### src/rtl/div_pkg.sv
// Shared constants for the restoring divider: FSM encodings and counter sizing.
package div_pkg;

  localparam logic [1:0] S_IDLE = 2'd0;
  localparam logic [1:0] S_RUN  = 2'd1;
  localparam logic [1:0] S_DONE = 2'd2;

  // Iteration counter width: ceil(log2(n)), never narrower than one bit.
  function automatic int unsigned cnt_width(input int unsigned n);
    return (n <= 2) ? 1 : $clog2(n);
  endfunction

endpackage

### src/rtl/sub_cl.sv
// Combinational subtractor a - b computed as a + ~b + 1 on a
// generate/propagate carry structure; borrow is the inverted carry out.
module sub_cl #(
  parameter int unsigned W = 5
) (
  input  logic [W-1:0] a,
  input  logic [W-1:0] b,
  output logic [W-1:0] diff,
  output logic         borrow
);

  logic [W-1:0] g;
  logic [W-1:0] p;
  logic [W:0]   c;

  assign g = a & ~b;
  assign p = a ^ ~b;

  // Carry chain from per-bit generate/propagate, carry-in fixed at 1.
  always_comb begin
    c    = '0;
    c[0] = 1'b1;
    for (int unsigned i = 0; i < W; i++) begin
      c[i+1] = g[i] | (p[i] & c[i]);
    end
  end

  assign diff   = p ^ c[W-1:0];
  assign borrow = ~c[W];

endmodule

### src/rtl/div_restoring.sv
// Sequential unsigned restoring divider: one quotient bit per RUN cycle,
// divide-by-zero short-circuits straight to DONE.
module div_restoring
  import div_pkg::*;
#(
  parameter int unsigned N = 4
) (
  input  logic         clk,
  input  logic         rst_n,
  input  logic         start,
  input  logic [N-1:0] dividend,
  input  logic [N-1:0] divisor,
  output logic         busy,
  output logic         done,
  output logic [N-1:0] quotient,
  output logic [N-1:0] remainder,
  output logic         div_by_zero
);

  localparam int unsigned CW = cnt_width(N);

  logic [1:0]    state;
  logic [CW-1:0] cnt;
  logic [N-1:0]  rem_q;
  logic [N-1:0]  quo_q;
  logic [N-1:0]  dvs_q;
  logic          dbz_q;

  logic [N:0]    shifted;
  logic [N:0]    diff;
  logic          borrow;
  logic          keep;

  // {rem,q} shifted left by one: upper N+1 bits feed the trial subtraction.
  assign shifted = {rem_q, quo_q[N-1]};

  sub_cl #(.W(N+1)) u_sub (
    .a      (shifted),
    .b      ({1'b0, dvs_q}),
    .diff   (diff),
    .borrow (borrow)
  );

  // diff[N] is always 0 when there is no borrow; folding it in makes explicit
  // that the kept difference fits the N-bit remainder register.
  assign keep = ~borrow & ~diff[N];

  // FSM plus datapath registers; results stay in quo_q/rem_q until next start.
  always_ff @(posedge clk or negedge rst_n) begin
    if (!rst_n) begin
      state <= S_IDLE;
      cnt   <= '0;
      rem_q <= '0;
      quo_q <= '0;
      dvs_q <= '0;
      dbz_q <= 1'b0;
    end else begin
      case (state)
        S_IDLE: begin
          if (start) begin
            dvs_q <= divisor;
            cnt   <= CW'(N - 1);
            if (divisor == '0) begin
              quo_q <= '1;
              rem_q <= dividend;
              dbz_q <= 1'b1;
              state <= S_DONE;
            end else begin
              quo_q <= dividend;
              rem_q <= '0;
              dbz_q <= 1'b0;
              state <= S_RUN;
            end
          end
        end
        S_RUN: begin
          quo_q <= {quo_q[N-2:0], keep};
          rem_q <= keep ? diff[N-1:0] : shifted[N-1:0];
          if (cnt == '0) begin
            state <= S_DONE;
          end else begin
            cnt <= cnt - CW'(1);
          end
        end
        S_DONE: state <= S_IDLE;
        default: state <= S_IDLE;
      endcase
    end
  end

  assign busy        = (state == S_RUN);
  assign done        = (state == S_DONE);
  assign quotient    = quo_q;
  assign remainder   = rem_q;
  assign div_by_zero = dbz_q;

endmodule

### config.mk
export PLATFORM = sky130hd
export DESIGN_NAME = div_restoring
export DESIGN_NICKNAME = d
export VERILOG_FILES = /design/src/rtl/div_pkg.sv /design/src/rtl/sub_cl.sv /design/src/rtl/div_restoring.sv
export SDC_FILE = /design/constraint.sdc
export NUM_CORES = 1
export LEC_CHECK = 0
export ABC_AREA = 1
export BUFFER_PORTS_ARGS = -buffer_cell sky130_fd_sc_hd__buf_2
export CORE_UTILIZATION = 57
export DETAILED_ROUTE_END_ITERATION = 10
export PLACE_DENSITY = 0.83
export SETUP_SLACK_MARGIN = 0.4
export SLEW_MARGIN = 20
export SYNTH_ARGS = -nofsm -noshare
export SYNTH_HDL_FRONTEND = slang
export SYNTH_HIERARCHICAL = 1
export SYNTH_SLANG_ARGS = --single-unit
### constraint.sdc
create_clock -name clk -period 6.2 [get_ports clk]
set_clock_uncertainty 0.2 [all_clocks]
set_input_delay 1.55 -clock clk [delete_from_list [all_inputs] [get_ports clk]]
set_output_delay 1.55 -clock clk [all_outputs]
set_load 0.005 [all_outputs]
### Word-level counts from Yosys, hierarchy flattened

Index checks and enable logic that the tools add are counted.

| word-level totals | value |
|---|---|
| register bits after elaboration | 17 |
| bits in latches | 0 |
| bits in writable memories | 0 |
| bits in read-only memories | 0 |
| input port bits | 11 |
| output and inout bits | 11 |
| word-level logic and storage cells | 50 |
| memories | 0 |

| cells by class | value |
|---|---|
| $add $sub $neg | 1 |
| $mul | 0 |
| div/mod/pow operators | 0 |
| magnitude comparators | 0 |
| equal/unequal tests | 5 |
| shifts and indexed selects | 0 |
| multiplexer cells | 15 |
| bitwise operators | 15 |
| reduce and logical (&&, ||, !) cells | 8 |

Operator list:

| cell | number |
|---|---|
| $mux 4 | 5 |
| $pmux 4 s2 | 2 |
| $mux 2 | 5 |
| $xor 5x5->5 | 2 |
| $pmux 2 s2 | 2 |
| $reduce_and 2->1 | 3 |
| $and 1x1->1 | 5 |
| $and 5x5->5 | 1 |
| $not 4->5 | 1 |
| $or 1x1->1 | 5 |
| $logic_not 2->1 | 2 |
| $logic_not 4->1 | 1 |
| $ne 2x2->1 const B | 2 |
| $reduce_and 3->1 | 1 |
| $eq 2x1->1 const B | 1 |
| $eq 2x2->1 const B | 1 |
| $ne 2x1->1 const B | 1 |
| $reduce_bool 2->1 | 1 |
| $sub 2x1->2 const B | 1 |
| $mux 1 | 1 |
| $not 1->1 | 1 |

### Longest topological paths before layout

| depth | value |
|---|---|
| depth in word-level cells | 14 |
| depth in mapped cells | 14 |
| mapped depth without buffers | 14 |

### Modules after synthesis

The synthesis kept the hierarchy.

By module, submodules not included:

| module | times used | cells each | area an instance (um2) | seq. area each (um2) |
|---|---|---|---|---|
| div_restoring | 1 | 134 | 932.1 | 425.4 |
| sub_cl | 1 | 15 | 130.1 | 0.0 |

### Worst setup path after synthesis

No wires, ideal clock.

| timing path | value |
|---|---|
| path kind | flip-flop to flip-flop |
| from | reg quo_q[3] (netlist: quotient[3]) |
| to | reg rem_q[0] (netlist: remainder[0]) |
| setup time | 117 ps |
| arrival time | 2715 ps |
| data required time | 5883 ps |
| setup slack | 3168 ps |
| stages on the path, launching flop included | 14 |
| buffers on the path | 0 |
| clock period less this slack | 3032 ps |
| path through | dfrtp_1 > inv_1 > ha_1 > fa_1 > fa_1 > fa_1 > fa_1 > inv_1 > nor2_1 > nand2_1 > nand3_1 > nand2_1 > nand2_1 > nand2_1 |

| on the way | value |
|---|---|
| longest elaborated chain between the ends | 13 |
| elaborated cells on any way between the ends | 16 |
| classes of those cells | mux: 2; bitwise: 14 |

RTL lines:

| element | line | RTL |
|---|---|---|
| from (decl) | div_restoring.sv:25 | `logic [N-1:0] quo_q;` |
| from (signal assigned) | div_restoring.sv:69 | `quo_q <= dividend;` |
| from (signal assigned) | div_restoring.sv:77 | `quo_q <= {quo_q[N-2:0], keep};` |
| $and 5x5->5 / $xor 5x5->5 (equally long branches) | sub_cl.sv:16, sub_cl.sv:17 |  |
| $or 1x1->1 * | sub_cl.sv:24 | `c[i+1] = g[i] \| (p[i] & c[i]);` |
| $and 1x1->1 * | sub_cl.sv:24 |  |
| $or 1x1->1 * | sub_cl.sv:24 |  |
| $and 1x1->1 * | sub_cl.sv:24 |  |
| $or 1x1->1 * | sub_cl.sv:24 |  |
| $and 1x1->1 * | sub_cl.sv:24 |  |
| $or 1x1->1 * | sub_cl.sv:24 |  |
| $xor 5x5->5 * | sub_cl.sv:28 | `assign diff = p ^ c[W-1:0];` |
| net diff[4] | div_restoring.sv:30 | `logic [N:0] diff;` |
| $not 1->1 * | div_restoring.sv:46 | `assign keep = ~borrow & ~diff[N];` |
| $and 1x1->1 * | div_restoring.sv:46 |  |
| $mux 4 * | div_restoring.sv:78 | `rem_q <= keep ? diff[N-1:0] : shifted[N-1:0];` |
| $pmux 4 s2 * | div_restoring.sv:58 | `case (state)` |
| to (signal assigned) | div_restoring.sv:65 | `rem_q <= dividend;` |
| to (signal assigned) | div_restoring.sv:78 |  |
| to (decl) | div_restoring.sv:24 | `logic [N-1:0] rem_q;` |

The timed path passes the listed nets; every way through them passes the cells marked *.
A chain may end at the register's enable or synchronous reset.

### Final worst setup path

| timing path | value |
|---|---|
| from | reg quo_q[3] (netlist: quotient[3]) |
| to | reg rem_q[2] (netlist: remainder[2]) |

Same word-level chain as after synthesis.

==> run_results.csv <==
group,metric,value,unit
timing,period_needed,3250,ps
worst_hold_path,hold_class,"flip-flop to flip-flop",
timing,setup_tns,0,ps
logic_synthesis,yosysTopAreaCellShare,40.0,%
finish,area_growth,13.8,%
cts,cts-root-buf,"clkbuf_4",
logic_synthesis,syn_nets,166,
logic_synthesis,synth.top_cells.by_count,"nand2_1 (56), inv_1 (31), dfrtp_1 (17)",
die,die-area,0.00204,sq mm
critical_path,startpoint_type,"flip-flop",
cts,clk_path_buf_depth,2,
timing,fmax,308,MHz
worst_hold_path,hold_path_depth,2,
cts,clock-sinks,17,
finish,fin_nets,190,
grt,grt_pass1_vias,849,
pwr,power_per_cell_area,482,mW/mm^2
place,post-dp-hpwl,1690,microns
logic_synthesis,yosysMostFrequentCell,"nand2_1",
cts,htreeDepth,1,
pwr,power,0.582,mW
finish,regArea,425,sq um
grt,grt_first_pass_wirelength,3560,microns
die,die_w,45.2,microns
cts,cts_tree,"built",
finish,multi_input_area,489,sq um
place,io_buffers,21,
grt,overflow,0,
timing,setup_viol,0,
finish,num-fill-cells,158,
cts,ctsResizeCount,0,
timing,setup_ws,2950,ps
cts,hold_buffers,0,
logic_synthesis,yosys-top-cells-area,"dfrtp_1 (40%), nand2_1 (20%), inv_1 (11%)",
critical_path,r2r_slack,2950,ps
routing,via_count,944,
worst_hold_path,min_to,"div_by_zero$_DFFE_PN0P_",
die,die_y,45.2,microns
cts,cts_setup_buffers,0,
critical_path,arrival,3230,ps
flow_run,cap_violations,0,
finish,n_antenna_cell,0,
finish,fin_cells,197,
grt,antenna_found_initial,0,
grt,grt_max_degree,18,
pwr,p_leak,0.741,nW
timing,hold_viol,0,
routing,drcViolationCount,0,
cts,cts_buffers,3,
logic_synthesis,synth_ff_type,"dfrtp_1",
routing,drtIter0Drc,22,
logic_synthesis,ys_async_sr_fraction,100,%
logic_synthesis,ys_types,17,
critical_path,path_max_fanout,4,
logic_synthesis,yosysWarnings,6,
timing,timing.final.crit_share,52.5,%
worst_hold_path,hold_start,"div_by_zero$_DFFE_PN0P_",
routing,ant_nets,0,
critical_path,r2r-start,"quotient[3]$_DFFE_PN0P_",
critical_path,required,6180,ps
logic_synthesis,ys_ff_latch,17,
logic_synthesis,synth.avg_cell_area,7.13,sq um
routing,wire_per_inst,10.7,microns
die,coreArea,0.00175,sq mm
die,placementRows,15,
die,io_pins,22,
place,place_ws,2980,ps
logic_synthesis,synth-edff-count,0,
run_status,run_status,"finished clean",
routing,routed_wl,2110,microns
logic_synthesis,synth_seq_area_share,40.0,%
logic_synthesis,post_synth_inst_count,149,
critical_path,rr_endpoint,"remainder[2]$_DFFE_PN0P_",
cts,clk_pin_slew,90,ps
critical_path,path_class,"flip-flop to flip-flop",
timing,rsz0062_at_grt,"false",
critical_path,reg2reg_depth,13,
die,start_util,60.9,%
finish,drive_above_1_share,18.0,%
routing,dr.pass1.iters,4,
logic_synthesis,synth_top_cell_by_area,"dfrtp_1",
grt,grt_usage,24.0,%
place,place_congestion,0.895,
timing,report.final.slew_viol_count,0,
timing,holdWs,292,ps
routing,via_per_inst,4.79,
logic_synthesis,syn-cell-area,0.00106,sq mm
pwr,ir_drop,282,uV
critical_path,endpoint_kind,"flip-flop",
place,dpl.cell_count,193,
cts,clk_latency,280,ps
## where the power goes
| part | total [mW] | internal, mW | switching, mW | leakage, nW |
|---|---|---|---|---|
| clock network | 0.0575 | 0.0250 | 0.0325 | 0.0150 |
| logic | 0.331 | 0.123 | 0.208 | 0.513 |
| registers | 0.194 | 0.159 | 0.0350 | 0.212 |
| total | 0.582 | 0.307 | 0.275 | 0.741 |
## routing by layer
metal / part of all wire (%) / GRT usage (%) / vias to the layer above
met5: 0 / 0 / -
met4: 1.5 / 7.27 / 0
met3: 3.2 / 2.80 / 6
met2: 51 / 44.3 / 18
met1: 45 / 28.9 / 432
li1: - / - / 488
## worst max-delay path: stages (launching register included)
cell and delay, ps:
dfrtp_1 390, inv_1 60, ha_1 210, fa_1 410, fa_1 420, fa_1 400, fa_1 490, inv_1 50
nor2_1 200, nand2_1 80, nand3_1 80, nand2_1 60, nand2_1 60, nand2_1 50
## cell families (layout without fill, tap and decap cells)
logic type,count (synthesis),after routing,synth area share [%]
and+or+nand+nor,73,73,28.7
AOI/OAI and AO/OA,15,15,7.07
DFF,17,17,40.0
adders and majority gates,6,6,9.89
other,1,1,0.353
buffers and inverters,37,60,13.9
## per-stage QoR
step	instance area, sq um	util [%]
finish	1210	69.2
global route	1210	69.2
CTS	1210	69.2
detailed placement	1180	67.7
global placement	1180	67.7
floorplan	1060	-
## cell type report
class,instances,area share [%]
multi-input cells,95,40.5
clock buffers,4,2.17
repair buffers,21,8.70
inverters,35,10.9
well taps,25,2.59
flip-flops and latches,17,35.2
## cell usage in the layout (no fill, tap or decap), drive strengths merged
master	instances
ha	2
conb	1
fa	4
nand3	5
o21ai	15
nand4	4
nand2	59
buf	21
clkbuf	4
inv	34
dfrtp	17
clkinv	1
nor2	5
## how the worst max path moves through the flow
stage	from	endpoint	slack (ps)
floorplan	quotient[3]$_DFFE_PN0P_	remainder[0]$_DFFE_PN0P_	3170
CTS	quotient[3]$_DFFE_PN0P_	remainder[2]$_DFFE_PN0P_	2950
global route	quotient[3]$_DFFE_PN0P_	remainder[0]$_DFFE_PN0P_	2780
global placement	quotient[3]$_DFFE_PN0P_	remainder[1]$_DFFE_PN0P_	3100
finish	quotient[3]$_DFFE_PN0P_	remainder[2]$_DFFE_PN0P_	2950
detailed placement	quotient[3]$_DFFE_PN0P_	remainder[2]$_DFFE_PN0P_	2980
## flip-flops by register name (all words and copies together) (netlist names)
name,count
dvs_q,4
remainder,4
state,2
div_by_zero,1
quotient,4
cnt,2
No activity file was read; power rests on OpenSTA's default activity.
